<file path="config.mk">
export PLATFORM = sky130hd
export DESIGN_NAME = multiplier
export DESIGN_NICKNAME = d
export VERILOG_FILES = /design/src/rtl/multiplier.sv
export SDC_FILE = /design/constraint.sdc
export NUM_CORES = 1
export LEC_CHECK = 0
export BUFFER_PORTS_ARGS = -buffer_cell sky130_fd_sc_hd__buf_2
export CAP_MARGIN = 20
export CORE_MARGIN = 1
export CORE_UTILIZATION = 60
export CTS_CLUSTER_DIAMETER = 100
export DETAILED_ROUTE_END_ITERATION = 10
export GPL_ROUTABILITY_DRIVEN = 0
export PLACE_DENSITY = 0.8
export SLEW_MARGIN = 20
export SYNTH_ARGS = -nofsm -noshare
export SYNTH_HDL_FRONTEND = slang
export SYNTH_SLANG_ARGS = --single-unit
</file>
<file path="constraint.sdc">
create_clock -name clk -period 10.7 [get_ports clk]
set_input_delay 2.14 -clock clk [delete_from_list [all_inputs] [get_ports clk]]
set_output_delay 2.14 -clock clk [all_outputs]
set_load 0.1 [all_outputs]
</file>
<file path="src/rtl/multiplier.sv">
// Sequential shift-add multiplier for MUL/IMUL, 8- and 16-bit forms.
// Optional early termination: define MULTIPLIER_EARLY_OUT_EN.
module multiplier (
  input  logic        clk,
  input  logic        reset,
  input  logic        start,
  input  logic        is_8_bit,
  input  logic        is_signed,
  input  logic [15:0] a,
  input  logic [15:0] b,
  output logic        busy,
  output logic        complete,
  output logic [31:0] product,
  output logic        overflow
);

  typedef enum logic [1:0] {
    IDLE,
    WORKING,
    FIX_SIGN
  } state_t;

  state_t      state_q, state_d;
  logic [31:0] mcand_q, mcand_d;
  logic [15:0] mplier_q, mplier_d;
  logic [31:0] acc_q, acc_d;
  logic [3:0]  cnt_q, cnt_d;
  logic        neg_q, neg_d;
  logic        is8_q, is8_d;
  logic        sgn_q, sgn_d;
  logic [31:0] product_q, product_d;
  logic        overflow_q, overflow_d;
  logic        complete_q, complete_d;

  logic        a_sgn, b_sgn;
  logic [7:0]  a_neg8, b_neg8;
  logic [15:0] a_neg16, b_neg16;
  logic [15:0] a_mag, b_mag;
  logic [31:0] res;
  logic        ovf8, ovf16;

  assign a_sgn   = is_8_bit ? a[7] : a[15];
  assign b_sgn   = is_8_bit ? b[7] : b[15];
  assign a_neg8  = ~a[7:0] + 8'd1;
  assign b_neg8  = ~b[7:0] + 8'd1;
  assign a_neg16 = ~a + 16'd1;
  assign b_neg16 = ~b + 16'd1;

  // -128 / -32768 negate to themselves, which is the correct unsigned magnitude
  assign a_mag = (is_signed && a_sgn)
               ? (is_8_bit ? {8'b0, a_neg8} : a_neg16)
               : (is_8_bit ? {8'b0, a[7:0]} : a);
  assign b_mag = (is_signed && b_sgn)
               ? (is_8_bit ? {8'b0, b_neg8} : b_neg16)
               : (is_8_bit ? {8'b0, b[7:0]} : b);

  assign res   = neg_q ? (~acc_q + 32'd1) : acc_q;
  assign ovf8  = sgn_q ? (res[15:8] != {8{res[7]}})
                       : (|res[15:8]);
  assign ovf16 = sgn_q ? (res[31:16] != {16{res[15]}})
                       : (|res[31:16]);

  always_comb begin
    state_d    = state_q;
    mcand_d    = mcand_q;
    mplier_d   = mplier_q;
    acc_d      = acc_q;
    cnt_d      = cnt_q;
    neg_d      = neg_q;
    is8_d      = is8_q;
    sgn_d      = sgn_q;
    product_d  = product_q;
    overflow_d = overflow_q;
    complete_d = complete_q;
    unique case (state_q)
      IDLE: begin
        complete_d = 1'b0;
        if (start) begin
          mcand_d  = {16'b0, a_mag};
          mplier_d = b_mag;
          acc_d    = 32'd0;
          cnt_d    = is_8_bit ? 4'd7 : 4'd15;
          neg_d    = is_signed & (a_sgn ^ b_sgn);
          is8_d    = is_8_bit;
          sgn_d    = is_signed;
          state_d  = WORKING;
`ifdef MULTIPLIER_EARLY_OUT_EN
          if (b_mag == 16'd0) state_d = FIX_SIGN;
`endif
        end
      end
      WORKING: begin
        if (mplier_q[0]) acc_d = acc_q + mcand_q;
        mcand_d  = mcand_q << 1;
        mplier_d = mplier_q >> 1;
        cnt_d    = cnt_q - 4'd1;
        if (cnt_q == 4'd0) state_d = FIX_SIGN;
`ifdef MULTIPLIER_EARLY_OUT_EN
        if (mplier_d == 16'd0) state_d = FIX_SIGN;
`endif
      end
      FIX_SIGN: begin
        product_d  = is8_q ? {16'b0, res[15:0]} : res;
        overflow_d = is8_q ? ovf8 : ovf16;
        complete_d = 1'b1;
        state_d    = IDLE;
      end
      default: state_d = IDLE;
    endcase
  end

  always_ff @(posedge clk or posedge reset) begin
    if (reset) begin
      state_q    <= IDLE;
      mcand_q    <= '0;
      mplier_q   <= '0;
      acc_q      <= '0;
      cnt_q      <= '0;
      neg_q      <= 1'b0;
      is8_q      <= 1'b0;
      sgn_q      <= 1'b0;
      product_q  <= '0;
      overflow_q <= 1'b0;
      complete_q <= 1'b0;
    end else begin
      state_q    <= state_d;
      mcand_q    <= mcand_d;
      mplier_q   <= mplier_d;
      acc_q      <= acc_d;
      cnt_q      <= cnt_d;
      neg_q      <= neg_d;
      is8_q      <= is8_d;
      sgn_q      <= sgn_d;
      product_q  <= product_d;
      overflow_q <= overflow_d;
      complete_q <= complete_d;
    end
  end

  assign busy     = start || (state_q != IDLE && !complete_q);
  assign complete = complete_q;
  assign product  = product_q;
  assign overflow = overflow_q;

endmodule

</file>
==> out/metrics.json, run 1 <==
{
  "dpl.hpwl": {"value": 12.2, "unit": "mm"},
  "core_area": {"value": 12700, "unit": "µm²"},
  "grt.overflow.total": {"value": 0},
  "drv_cap": {"value": 0},
  "final_area": {"value": 8900, "unit": "µm²"},
  "drive_above_1_share": {"value": 0.137},
  "worstSetupPathType": {"value": "in2out"},
  "max_fclk": {"value": 204, "unit": "MHz"},
  "yosysSeqAreaShare": {"value": 0.393},
  "cts_tree": {"value": "yes"},
  "chip_width": {"value": 116, "unit": "µm"},
  "yosys.area_share.simple": {"value": 0.173},
  "irDropWorstVdd": {"value": 0.000252, "unit": "V"},
  "routed-via-count": {"value": 6624},
  "mostFrequentLayoutCells": {"value": "145 x sky130_fd_sc_hd__nand2_1, 135 x sky130_fd_sc_hd__o21ai_0, 123 x sky130_fd_sc_hd__dfrtp_1"},
  "yosys-mux-area-fraction": {"value": 0.0125},
  "tightestPinTransition": {"value": 1.02, "unit": "ns"},
  "yosys_warnings": {"value": 0},
  "finalHoldViolCount": {"value": 0},
  "highest_layer": {"value": "met4"},
  "worst_setup_path_start_kind": {"value": "input port"},
  "ioPinCount": {"value": 72},
  "final.fill_count": {"value": 1013},
  "post-cts-setup-buffer-count": {"value": 0},
  "drt_iter0_drc": {"value": 382},
  "min_period_over_period": {"value": 0.458},
  "yosysUniqueCellTypes": {"value": 56},
  "synth_cells": {"value": 911},
  "tns": {"value": 0, "unit": "ns"},
  "report.final.slew_viol_count": {"value": 0},
  "dominant_combinational_cell_family_by_area_after_synthesis": {"value": "compound AO/OA/AOI/OAI gates"},
  "flow.area_growth_from_synthesis": {"value": 13.6, "unit": "%"},
  "crit_fanout": {"value": 3},
  "die_h": {"value": 116, "unit": "µm"},
  "initial_antenna_violation_count": {"value": 0},
  "crit_path_end_kind": {"value": "primary output"},
  "class_of_the_worst_hold_path": {"value": "reg2reg"},
  "total_clock_buffers_created_by_cts": {"value": 17},
  "run_status": {"value": "finished clean"},
  "post_cts_resize_count": {"value": 0},
  "met2RoutedLength": {"value": 7.76, "unit": "mm"},
  "synth_area": {"value": 7840, "unit": "µm²"},
  "final_common_cell": {"value": "sky130_fd_sc_hd__nand2_1"},
  "placement.io_buffers": {"value": 71},
  "h-tree-depth": {"value": 4},
  "initial_utilization": {"value": 0.618},
  "dr.pass1.iters": {"value": 7},
  "final_util": {"value": 0.703},
  "clock-skew-final": {"value": 0.00641, "unit": "ns"},
  "xor_xnor_share_of_the_synthesized_area": {"value": 0.0971},
  "num_antenna_cells": {"value": 0},
  "synth_enable_flop_cells": {"value": 0},
  "routed_wl": {"value": 16.9, "unit": "mm"},
  "synth_area_per_cell": {"value": 8.60, "unit": "µm²"},
  "die_area": {"value": 13500, "unit": "µm²"},
  "postPlaceCellArea": {"value": 8280, "unit": "µm²"},
  "clk-insertion-delay-late": {"value": 0.42, "unit": "ns"},
  "met3WireLength": {"value": 824, "unit": "µm"},
  "required": {"value": 8.56, "unit": "ns"},
  "power_per_cell_area": {"value": 317, "unit": "nW/µm²"},
  "critPathBufInv": {"value": 2},
  "setup_viol": {"value": 0},
  "cts.clk_slew.worst_paths": {"value": 0.06, "unit": "ns"},
  "maximum_number_of_pins_on_one_net_before_global_route_repair": {"value": 89},
  "finalPower": {"value": 2.82, "unit": "mW"},
  "clkSinkCount": {"value": 123},
  "antenna_violating_nets_post_route": {"value": 0},
  "post_detailed_route_wirelength_per_cell": {"value": 14.7, "unit": "µm"},
  "cp_slowest_cell": {"value": "sky130_fd_sc_hd__buf_2"},
  "area_share_of_fa_ha_maj_cells_after_synthesis": {"value": 0.0584},
  "ctsHoldBuffers": {"value": 0},
  "placementRows": {"value": 41},
  "worst_path_most_repeated_cell": {"value": "sky130_fd_sc_hd__buf_2"},
  "whs": {"value": 0.469, "unit": "ns"},
  "synth.net_count": {"value": 984},
  "drt-vias-per-instance": {"value": 5.78},
  "worst_ep_arrival_time": {"value": 2.76, "unit": "ns"},
  "fin_crit": {"value": 4.90, "unit": "ns"},
  "cpLargestDelayFamily": {"value": "buffers and inverters"},
  "max-clock-path-buffers": {"value": 2},
  "synth-seq-cells": {"value": 123},
  "synth_flop_cell": {"value": "sky130_fd_sc_hd__dfrtp_1"},
  "wire_length_of_the_first_global_routing_pass": {"value": 28.6, "unit": "mm"},
  "number_of_nets_in_the_layout": {"value": 1034},
  "asyncSetResetFlopFracSynth": {"value": 1.00},
  "synth-compound-area-share": {"value": 0.233},
  "cts-root-buf": {"value": "sky130_fd_sc_hd__clkbuf_16"},
  "slew-limit-headroom": {"value": 0.320},
  "grt_setup_unrepaired": {"value": "false"},
  "power.static_leakage": {"value": 4.07, "unit": "nW"},
  "crit_path_cell_trace": {"value": "buf_2 -> o21bai_1 -> buf_2"},
  "drt-met1-wl": {"value": 8.13, "unit": "mm"},
  "worst_path_largest_cell_delay": {"value": 0.43, "unit": "ns"},
  "post-route-drc-count": {"value": 0},
  "grt_pass1_vias": {"value": 6091},
  "grt_util_all_layers": {"value": 0.272}
}
==> cells in the mapped netlist (5+ instances only) <==
master / count / area, µm²
sky130_fd_sc_hd__a21o_1: 15 / 113
sky130_fd_sc_hd__a21oi_1: 51 / 255
sky130_fd_sc_hd__a22o_1: 5 / 43.8
sky130_fd_sc_hd__a22oi_1: 16 / 120
sky130_fd_sc_hd__a31oi_1: 6 / 37.5
sky130_fd_sc_hd__and2_1: 5 / 31.3
sky130_fd_sc_hd__clkbuf_1: 43 / 161
sky130_fd_sc_hd__dfrtp_1: 123 / 3080
sky130_fd_sc_hd__ha_1: 35 / 438
sky130_fd_sc_hd__inv_1: 23 / 86.3
sky130_fd_sc_hd__mux2_2: 6 / 67.6
sky130_fd_sc_hd__nand2_1: 145 / 544
sky130_fd_sc_hd__nand2b_1: 12 / 75.1
sky130_fd_sc_hd__nand3_1: 16 / 80.1
sky130_fd_sc_hd__nand4_1: 5 / 31.3
sky130_fd_sc_hd__nor2_1: 46 / 173
sky130_fd_sc_hd__nor2b_1: 6 / 37.5
sky130_fd_sc_hd__nor3_1: 15 / 75.1
sky130_fd_sc_hd__nor4_1: 10 / 62.6
sky130_fd_sc_hd__o211ai_1: 5 / 37.5
sky130_fd_sc_hd__o21ai_0: 135 / 676
sky130_fd_sc_hd__o21bai_1: 5 / 37.5
sky130_fd_sc_hd__o31ai_1: 23 / 173
sky130_fd_sc_hd__o41ai_1: 6 / 52.6
sky130_fd_sc_hd__or3_1: 11 / 68.8
sky130_fd_sc_hd__xnor2_1: 29 / 254
sky130_fd_sc_hd__xor2_1: 56 / 490
==> path summary, 6_finish.rpt <==
kind                        startpoint          end  slack (ns)  cells past startpoint
min                        product[21]  product[21]        0.47                      2
max reg2reg                   acc_q[1]     overflow        7.07                     12
max in group asynchronous        reset   mcand_q[5]        7.84                      3
max                              start         busy        5.80                      3
min reg2reg                product[21]  product[21]        0.47                      2
min in group asynchronous        reset     acc_q[1]        1.73                      2
==> through the flow <==
stage	worst slack, ns	std cells
5_1_grt	5.79	1146
2_1_floorplan	5.29	911
4_1_cts	5.80	1145
3_5_place_dp	5.80	1113
6_report	5.80	1146
3_3_place_gp	5.80	1113
==> worst register-to-register path: stages, from the launching register on <==
cell,delay (ns)
sky130_fd_sc_hd__dfrtp_1,0.46
sky130_fd_sc_hd__inv_1,0.10
sky130_fd_sc_hd__ha_1,0.16
sky130_fd_sc_hd__or3b_1,0.40
sky130_fd_sc_hd__nand2b_1,0.27
sky130_fd_sc_hd__or3_1,0.54
sky130_fd_sc_hd__or3b_1,0.47
sky130_fd_sc_hd__nand2_1,0.10
sky130_fd_sc_hd__xnor2_1,0.15
sky130_fd_sc_hd__nand4_1,0.15
sky130_fd_sc_hd__o31ai_1,0.31
sky130_fd_sc_hd__a21oi_1,0.13
sky130_fd_sc_hd__a211o_1,0.28
==> power by group <==
group | internal, mW | leakage [nW] | total (mW) | switching, mW
sequential | 0.635 | 1.62 | 0.807 | 0.172
combinational | 0.460 | 2.17 | 1.45 | 0.992
clock | 0.358 | 0.287 | 0.562 | 0.204
==> final cells by class <==
class | count | area, µm² | share of cell area
clock buffer | 20 | 467 | 0.0524
clock inverter | 12 | 121 | 0.0136
inverter | 23 | 88.8 | 0.00998
multi-input combinational | 720 | 4520 | 0.507
sequential | 123 | 3080 | 0.346
tap | 172 | 215 | 0.0242
timing repair buffer | 76 | 417 | 0.0468
==> routing by layer <==
metal / global-route usage / vias to the layer above
met5: 0 / -
met4: 0.0803 / 0
met3: 0.0597 / 18
li1: - / 3383
met2: 0.440 / 167
met1: 0.366 / 3056
==> cells by family (layout without fill, tap and decap cells) <==
family	count (synthesis)	after routing
AO/OA/AOI/OAI	297	297
flip-flops	123	123
multiplexers	9	9
AND/OR/NAND/NOR	292	292
XOR/XNOR	86	86
buffers and inverters	68	131
adder cells (fa/ha/maj)	36	36
==> sequential cells by signal, indices dropped and copies added (netlist names) <==
signal,flops
mcand_q,32
complete,1
sgn_q,1
neg_q,1
cnt_q,4
product,32
overflow,1
mplier_q,16
acc_q,32
is8_q,1
state_q,2
(Power assumes the default switching activity.)
==> inputs of run 2 (changes only) <==
- CORE_UTILIZATION: 60 -> 55
- PLACE_DENSITY: 0.8 -> 0.78
- clock period: 10.7 -> 4.3 ns (I/O delays scaled with it)
==> run 2 against run 1 <==
Die area grew 8.9%; worst hold slack improved by 0.0052 ns; sequential power rose to 2.5 times the previous value; non-clock buffer count is 1 higher; first-iteration DRC count grew 7.6%; register-to-register slack worse by 6.3 ns; global-route usage fell by 1.2 points; clock power grew to 2.6 times the previous value; sequential share of layout area is 0.068 points lower; largest cell class unchanged.
==> out/metrics.json, run 2 (synthesized netlist as in run 1, its figures left out) <==
{
  "post-route-drc-count": {"value": 0, "change": "unchanged"},
  "clock-skew-final": {"value": 0.00665, "unit": "ns", "change": "was 0.00641 ns"},
  "drt_iter0_drc": {"value": 411, "change": "was 382"},
  "chip_width": {"value": 121, "unit": "µm", "change": "was 116 µm"},
  "place.detailed.instances": {"value": 1123, "change": "was 1113"},
  "power.static_leakage": {"value": 4.08, "unit": "nW", "change": "was 4.07 nW"},
  "crit_path_end_kind": {"value": "flop", "change": "was primary output"},
  "total_clock_buffers_created_by_cts": {"value": 17, "change": "unchanged"},
  "drive_above_1_share": {"value": 0.135, "change": "was 0.137"},
  "grt_pass1_vias": {"value": 6186, "change": "was 6091"},
  "die_area": {"value": 14700, "unit": "µm²", "change": "was 13500 µm²"},
  "critPathBufInv": {"value": 1, "change": "was 2"},
  "grt_util_all_layers": {"value": 0.260, "change": "was 0.272"},
  "post_detailed_route_wirelength_per_cell": {"value": 15.2, "unit": "µm", "change": "was 14.7 µm"},
  "drv_cap": {"value": 0, "change": "unchanged"},
  "drt-vias-per-instance": {"value": 5.77, "change": "was 5.78"},
  "pre_cts_slack": {"value": 0.825, "unit": "ns", "change": "was 5.80 ns"},
  "fin_crit": {"value": 3.53, "unit": "ns"},
  "clkSinkCount": {"value": 123, "change": "unchanged"},
  "report.final.slew_viol_count": {"value": 0, "change": "unchanged"},
  "setup_viol": {"value": 0, "change": "unchanged"},
  "finalHoldViolCount": {"value": 0, "change": "unchanged"},
  "class_of_the_worst_hold_path": {"value": "reg2reg", "change": "unchanged"},
  "worstSetupPathType": {"value": "reg2reg", "change": "was in2out"},
  "power_per_cell_area": {"value": 795, "unit": "nW/µm²", "change": "was 317 nW/µm²"},
  "wire_length_of_the_first_global_routing_pass": {"value": 30.0, "unit": "mm", "change": "was 28.6 mm"},
  "core_area": {"value": 13900, "unit": "µm²", "change": "was 12700 µm²"},
  "initial_utilization": {"value": 0.565, "change": "was 0.618"},
  "cp_slowest_cell": {"value": "sky130_fd_sc_hd__or3_1", "change": "was sky130_fd_sc_hd__buf_2"},
  "crit_path_cell_trace": {"value": "inv_1 -> ha_1 -> or3b_1 -> nand2b_1 -> or3_1 -> or3b_1 -> nand2_1 -> xnor2_1 -> nand4_1 -> o31ai_1 -> a21oi_1 -> a211o_1", "change": "was buf_2 -> o21bai_1 -> buf_2"},
  "h-tree-depth": {"value": 4, "change": "unchanged"},
  "worst_path_most_repeated_cell": {"value": "sky130_fd_sc_hd__or3b_1", "change": "was sky130_fd_sc_hd__buf_2"},
  "cts.clk_slew.worst_paths": {"value": 0.05, "unit": "ns", "change": "was 0.06 ns"},
  "dr.pass1.iters": {"value": 5, "change": "was 7"},
  "routed_wl": {"value": 17.6, "unit": "mm", "change": "was 16.9 mm"},
  "finalWorstSetupSlack": {"value": 0.768, "unit": "ns", "change": "was 5.80 ns"},
  "num_antenna_cells": {"value": 0, "change": "unchanged"},
  "maximum_number_of_pins_on_one_net_before_global_route_repair": {"value": 124, "change": "was 89"},
  "cpLargestDelayFamily": {"value": "simple AND/OR/NAND/NOR gates", "change": "was buffers and inverters"},
  "cts-root-buf": {"value": "sky130_fd_sc_hd__clkbuf_16", "change": "unchanged"},
  "grt_setup_unrepaired": {"value": "false", "change": "unchanged"},
  "routed-via-count": {"value": 6665, "change": "was 6624"},
  "sequential_cell_area": {"value": 3080, "unit": "µm²", "change": "unchanged"},
  "cts_tree": {"value": "yes", "change": "unchanged"},
  "clk-insertion-delay-late": {"value": 0.43, "unit": "ns", "change": "was 0.42 ns"},
  "final.fill_count": {"value": 1195, "change": "was 1013"},
  "area_used_by_multi_input_combinational_logic": {"value": 4510, "unit": "µm²", "change": "was 4520 µm²"},
  "tightestPinTransition": {"value": 0.992, "unit": "ns", "change": "was 1.02 ns"},
  "placementRows": {"value": 43, "change": "was 41"},
  "max_fclk": {"value": 283, "unit": "MHz"},
  "mostFrequentLayoutCells": {"value": "144 x sky130_fd_sc_hd__nand2_1, 135 x sky130_fd_sc_hd__o21ai_0, 123 x sky130_fd_sc_hd__dfrtp_1", "change": "was 145 x sky130_fd_sc_hd__nand2_1, 135 x sky130_fd_sc_hd__o21ai_0, 123 x sky130_fd_sc_hd__dfrtp_1"},
  "worst_setup_path_start_kind": {"value": "flop", "change": "was input port"},
  "min_period_over_period": {"value": 0.821},
  "final_common_cell": {"value": "sky130_fd_sc_hd__nand2_1", "change": "unchanged"},
  "post-cts-setup-buffer-count": {"value": 0, "change": "unchanged"},
  "placement.io_buffers": {"value": 71, "change": "unchanged"},
  "slew-limit-headroom": {"value": 0.339, "change": "was 0.320"},
  "number_of_nets_in_the_layout": {"value": 1035, "change": "was 1034"},
  "irDropWorstVdd": {"value": 0.000414, "unit": "V", "change": "was 0.000252 V"},
  "initial_antenna_violation_count": {"value": 0, "change": "unchanged"},
  "worst_ep_arrival_time": {"value": 3.84, "unit": "ns", "change": "was 2.76 ns"},
  "ioPinCount": {"value": 72, "change": "unchanged"},
  "required": {"value": 4.61, "unit": "ns", "change": "was 8.56 ns"},
  "flow.area_growth_from_synthesis": {"value": 13.8, "unit": "%", "change": "was 13.6%"},
  "die_h": {"value": 121, "unit": "µm", "change": "was 116 µm"},
  "crit_fanout": {"value": 7, "change": "was 3"},
  "run_status": {"value": "finished clean", "change": "unchanged"},
  "worst_path_largest_cell_delay": {"value": 0.55, "unit": "ns", "change": "was 0.43 ns"},
  "grt.overflow.total": {"value": 0, "change": "unchanged"},
  "ctsHoldBuffers": {"value": 0, "change": "unchanged"},
  "post_cts_resize_count": {"value": 0, "change": "unchanged"},
  "antenna_violating_nets_post_route": {"value": 0, "change": "unchanged"},
  "tns": {"value": 0, "unit": "ns", "change": "unchanged"},
  "final_cells": {"value": 1155, "change": "was 1146"},
  "dpl.hpwl": {"value": 12.5, "unit": "mm", "change": "was 12.2 mm"},
  "max-clock-path-buffers": {"value": 2, "change": "unchanged"}
}
run 2: changes by cell type in the layout (fill, tap and decap cells not counted), sizes merged:
cell	change
buf	+1
clkbuf	+6
clkinv	-4
clkinvlp	-2
run 2: final cells by class:
class	instances	area share
flip-flops and latches	123	0.345
repair buffers	77	0.0463
well taps	180	0.0252
clock buffers	26	0.0582
inverters	23	0.00996
multi-input cells	720	0.506
clock inverters	6	0.00926
run 2: per-stage QoR:
stage,utilization,hold slack (ns),power (mW),instance area [µm²]
finish,0.643,0.474,7.09,8920
global route,0.643,0.504,7.63,8920
CTS,0.642,0.477,7.09,8910
detailed placement,0.599,0.463,5.63,8310
global placement,0.599,0.456,5.56,8310
floorplan,-,0.450,4.88,7840
run 2: power by group:
part	switching, mW	total [mW]	internal, mW	leakage [nW]
Sequential	0.460	2.04	1.58	1.62
Clock	0.497	1.44	0.941	0.296
Combinational	2.47	3.61	1.15	2.16
run 2: worst reg2reg max path: stages (launching register included):
cell,delay [ns]
sky130_fd_sc_hd__dfrtp_1,0.46
sky130_fd_sc_hd__inv_1,0.09
sky130_fd_sc_hd__ha_1,0.15
sky130_fd_sc_hd__or3b_1,0.38
sky130_fd_sc_hd__nand2b_1,0.27
sky130_fd_sc_hd__or3_1,0.55
sky130_fd_sc_hd__or3b_1,0.47
sky130_fd_sc_hd__nand2_1,0.11
sky130_fd_sc_hd__xnor2_1,0.14
sky130_fd_sc_hd__nand4_1,0.14
sky130_fd_sc_hd__o31ai_1,0.26
sky130_fd_sc_hd__a21oi_1,0.11
sky130_fd_sc_hd__a211o_1,0.27
run 2: worst paths after layout:
| kind | from | end | slack (ns) | depth (start not counted) |
|---|---|---|---|---|
| setup / recovery | acc_q[1] | overflow | 0.77 | 12 |
| hold / removal | product[1] | product[1] | 0.47 | 2 |
| setup reg to reg | acc_q[1] | overflow | 0.77 | 12 |
| hold reg to reg | product[1] | product[1] | 0.47 | 2 |
| max in group asynchronous | reset | product[13] | 3.24 | 3 |
| min in group asynchronous | reset | product[10] | 0.59 | 3 |
run 2: layer usage:
layer	up-vias	track usage	wire, µm
li1	3369	-	-
met1	3109	0.353	8450
met2	162	0.408	8010
met3	25	0.0550	857
met4	0	0.0949	289
met5	-	0	0
==> inputs of run 3 (changes only) <==
- CORE_UTILIZATION: 55 -> 60
- PLACE_DENSITY: 0.78 -> 0.8
- clock period: 4.3 -> 3.61 ns (I/O delays scaled with it)
==> run 3 against run 2 <==
Largest cell class unchanged; critical path depth is the same; highest routed layer unchanged; cell area increased by 0.90%; global-route usage increased by 2.5 points; critical path type unchanged; maximum frequency rose by 4.1%; critical endpoint unchanged; register-to-register slack got worse by 0.55 ns; core utilization grew 6.8 points.
==> out/metrics.json, run 3 (synthesized netlist as in run 1, its figures left out) <==
{
  "pwr-share-seq": {"value": 0.279, "change": "was 0.288"},
  "pre_cts_slack": {"value": 0.253, "unit": "ns", "change": "was 0.825 ns"},
  "share_clk_of_total_power": {"value": 0.197, "change": "was 0.203"},
  "cts.clk_slew.worst_paths": {"value": 0.05, "unit": "ns", "change": "about the same"},
  "routed_wl": {"value": 17.5, "unit": "mm", "change": "was 17.6 mm"},
  "grt_setup_unrepaired": {"value": "false", "change": "unchanged"},
  "final_area": {"value": 9000, "unit": "µm²", "change": "was 8920 µm²"},
  "drt-vias-per-instance": {"value": 5.80, "change": "was 5.77"},
  "h-tree-depth": {"value": 4, "change": "unchanged"},
  "crit_fanout": {"value": 7, "change": "unchanged"},
  "run_status": {"value": "finished clean", "change": "unchanged"},
  "power.static_leakage": {"value": 4.15, "unit": "nW", "change": "was 4.08 nW"},
  "sw_frac_of_total": {"value": 0.481, "change": "was 0.483"},
  "placement.io_buffers": {"value": 71, "change": "unchanged"},
  "max_fclk": {"value": 295, "unit": "MHz", "change": "was 283 MHz"},
  "drt_iter0_drc": {"value": 333, "change": "was 411"},
  "die_area": {"value": 13500, "unit": "µm²", "change": "was 14700 µm²"},
  "post-cts-setup-buffer-count": {"value": 0, "change": "unchanged"},
  "core_area": {"value": 12700, "unit": "µm²", "change": "was 13900 µm²"},
  "irDropWorstVdd": {"value": 0.000514, "unit": "V", "change": "was 0.000414 V"},
  "die_h": {"value": 116, "unit": "µm", "change": "was 121 µm"},
  "ioPinCount": {"value": 72, "change": "unchanged"},
  "initial_utilization": {"value": 0.618, "change": "was 0.565"},
  "routed-via-count": {"value": 6724, "change": "was 6665"},
  "final_util": {"value": 0.710, "change": "was 0.643"},
  "maximum_number_of_pins_on_one_net_before_global_route_repair": {"value": 66, "change": "was 124"},
  "placementRows": {"value": 41, "change": "was 43"},
  "area_used_by_multi_input_combinational_logic": {"value": 4510, "unit": "µm²", "change": "about the same"},
  "post_cts_resize_count": {"value": 0, "change": "unchanged"},
  "clock-skew-final": {"value": 0.00647, "unit": "ns", "change": "was 0.00665 ns"},
  "crit_path_end_kind": {"value": "flop", "change": "unchanged"},
  "min_period_over_period": {"value": 0.940, "change": "was 0.821"},
  "worst_path_most_repeated_cell": {"value": "sky130_fd_sc_hd__or3b_1", "change": "unchanged"},
  "p_int": {"value": 4.39, "unit": "mW", "change": "was 3.67 mW"},
  "clk-insertion-delay-late": {"value": 0.42, "unit": "ns", "change": "was 0.43 ns"},
  "sequential_cell_area": {"value": 3080, "unit": "µm²", "change": "unchanged"},
  "cp_slowest_cell": {"value": "sky130_fd_sc_hd__or3_1", "change": "unchanged"},
  "number_of_nets_in_the_layout": {"value": 1049, "change": "was 1035"},
  "slew-limit-headroom": {"value": 0.340, "change": "was 0.339"},
  "report.final.slew_viol_count": {"value": 0, "change": "unchanged"},
  "total_clock_buffers_created_by_cts": {"value": 17, "change": "unchanged"},
  "final_common_cell": {"value": "sky130_fd_sc_hd__nand2_1", "change": "unchanged"},
  "power_per_cell_area": {"value": 941, "unit": "nW/µm²", "change": "was 795 nW/µm²"},
  "flow.area_growth_from_synthesis": {"value": 14.8, "unit": "%", "change": "was 13.8%"},
  "fin_crit": {"value": 3.39, "unit": "ns", "change": "was 3.53 ns"},
  "class_of_the_worst_hold_path": {"value": "in2async", "change": "was reg2reg"},
  "worst_ep_arrival_time": {"value": 3.70, "unit": "ns", "change": "was 3.84 ns"},
  "cts_tree": {"value": "yes", "change": "unchanged"},
  "antenna_violating_nets_post_route": {"value": 0, "change": "unchanged"},
  "timing.reg2reg.setup_slack": {"value": 0.22, "unit": "ns", "change": "was 0.77 ns"},
  "chip_width": {"value": 116, "unit": "µm", "change": "was 121 µm"},
  "grt_pass1_vias": {"value": 6152, "change": "was 6186"},
  "finalHoldViolCount": {"value": 0, "change": "unchanged"},
  "mostFrequentLayoutCells": {"value": "144 x sky130_fd_sc_hd__nand2_1, 135 x sky130_fd_sc_hd__o21ai_0, 123 x sky130_fd_sc_hd__dfrtp_1", "change": "unchanged"},
  "cts-root-buf": {"value": "sky130_fd_sc_hd__clkbuf_16", "change": "unchanged"},
  "ctsHoldBuffers": {"value": 0, "change": "unchanged"},
  "tns": {"value": 0, "unit": "ns", "change": "unchanged"},
  "wire_length_of_the_first_global_routing_pass": {"value": 29.9, "unit": "mm", "change": "was 30.0 mm"},
  "finalWorstSetupSlack": {"value": 0.217, "unit": "ns", "change": "was 0.768 ns"},
  "p_comb_frac": {"value": 0.524, "change": "was 0.509"},
  "drive_above_1_share": {"value": 0.148, "change": "was 0.135"},
  "worst_setup_path_start_kind": {"value": "flop", "change": "unchanged"},
  "post_detailed_route_wirelength_per_cell": {"value": 15.1, "unit": "µm", "change": "was 15.2 µm"},
  "tightestPinTransition": {"value": 0.990, "unit": "ns", "change": "was 0.992 ns"},
  "required": {"value": 3.91, "unit": "ns", "change": "was 4.61 ns"},
  "dr.pass1.iters": {"value": 5, "change": "unchanged"},
  "final.fill_count": {"value": 1058, "change": "was 1195"},
  "worstSetupPathType": {"value": "reg2reg", "change": "unchanged"},
  "initial_antenna_violation_count": {"value": 0, "change": "unchanged"},
  "crit_path_cell_trace": {"value": "inv_1 -> ha_1 -> or3b_1 -> nand2b_1 -> or3_1 -> or3b_1 -> nand2_1 -> xnor2_1 -> nand4_1 -> o31ai_1 -> a21oi_1 -> a211o_1", "change": "unchanged"},
  "grt_util_all_layers": {"value": 0.285, "change": "was 0.260"},
  "setup_viol": {"value": 0, "change": "unchanged"},
  "drv_cap": {"value": 0, "change": "unchanged"},
  "postPlaceCellArea": {"value": 8410, "unit": "µm²", "change": "was 8310 µm²"},
  "grt.overflow.total": {"value": 0, "change": "unchanged"},
  "clkSinkCount": {"value": 123, "change": "unchanged"},
  "worst_path_largest_cell_delay": {"value": 0.51, "unit": "ns", "change": "was 0.55 ns"},
  "post-route-drc-count": {"value": 0, "change": "unchanged"},
  "num_antenna_cells": {"value": 0, "change": "unchanged"},
  "max-clock-path-buffers": {"value": 2, "change": "unchanged"},
  "dpl.hpwl": {"value": 13.0, "unit": "mm", "change": "was 12.5 mm"},
  "power_switching": {"value": 4.07, "unit": "mW", "change": "was 3.42 mW"}
}
[run 3: cell types whose count changed in the layout (fill, tap and decap cells not counted)]
cell                       delta
sky130_fd_sc_hd__clkbuf_8     -1
sky130_fd_sc_hd__clkinv_2     +3
sky130_fd_sc_hd__clkbuf_1     -2
sky130_fd_sc_hd__inv_4        -1
sky130_fd_sc_hd__nor2_1       +1
sky130_fd_sc_hd__buf_4       +14
sky130_fd_sc_hd__nor2_2       -1
[run 3: critical path: cells and delay by family (launching register included)]
kind / cells / cell delay (ns)
xor gates and xnor gates: 1 / 0.14
AOI/OAI and AO/OA: 3 / 0.64
adders and majority gates: 1 / 0.16
DFF: 1 / 0.45
buffers and inverters: 1 / 0.08
and+or+nand+nor: 6 / 1.82
[run 3: layer usage]
metal  routed length [µm]  up-vias  global-route usage
met5                    0        -                   0
met4                  443        0               0.117
met3                  876       35              0.0514
met2                 7870      182               0.447
met1                 8340     3099               0.390
li1                     -     3408                   -
[run 3: through the flow]
step	std cells	power (mW)	hold slack, ns
after global placement	1129	6.67	0.456
after CTS	1160	8.46	0.476
after floorplan	911	5.82	0.450
after detailed placement	1129	6.77	0.465
after global routing	1160	9.10	0.492
final	1160	8.47	0.453
[run 3: final cells by class]
type	instances	area share
Clock buffer	23	0.0553
Clock inverter	8	0.0100
Inverter	23	0.0100
Multi-Input combinational cell	720	0.501
Sequential cell	123	0.342
Tap cell	172	0.0239
Timing Repair Buffer	91	0.0576
[run 3: power by group through the flow]
stage / clock [mW] / sequential, mW / combinational (mW)
finish: 1.67 / 2.36 / 4.44
global route: 1.76 / 2.44 / 4.89
CTS: 1.69 / 2.35 / 4.42
detailed placement: 0 / 2.37 / 4.40
global placement: 0 / 2.35 / 4.32
floorplan: 0 / 3.16 / 2.66
[run 3: worst paths after layout]
kind	from	end	cells after the start
setup / recovery	acc_q[1]	overflow	12
hold / removal	reset	acc_q[2]	2
setup reg to reg	acc_q[1]	overflow	12
hold reg to reg	product[13]	product[13]	2
max in group asynchronous	reset	mcand_q[25]	3
min in group clk	product[13]	product[13]	2
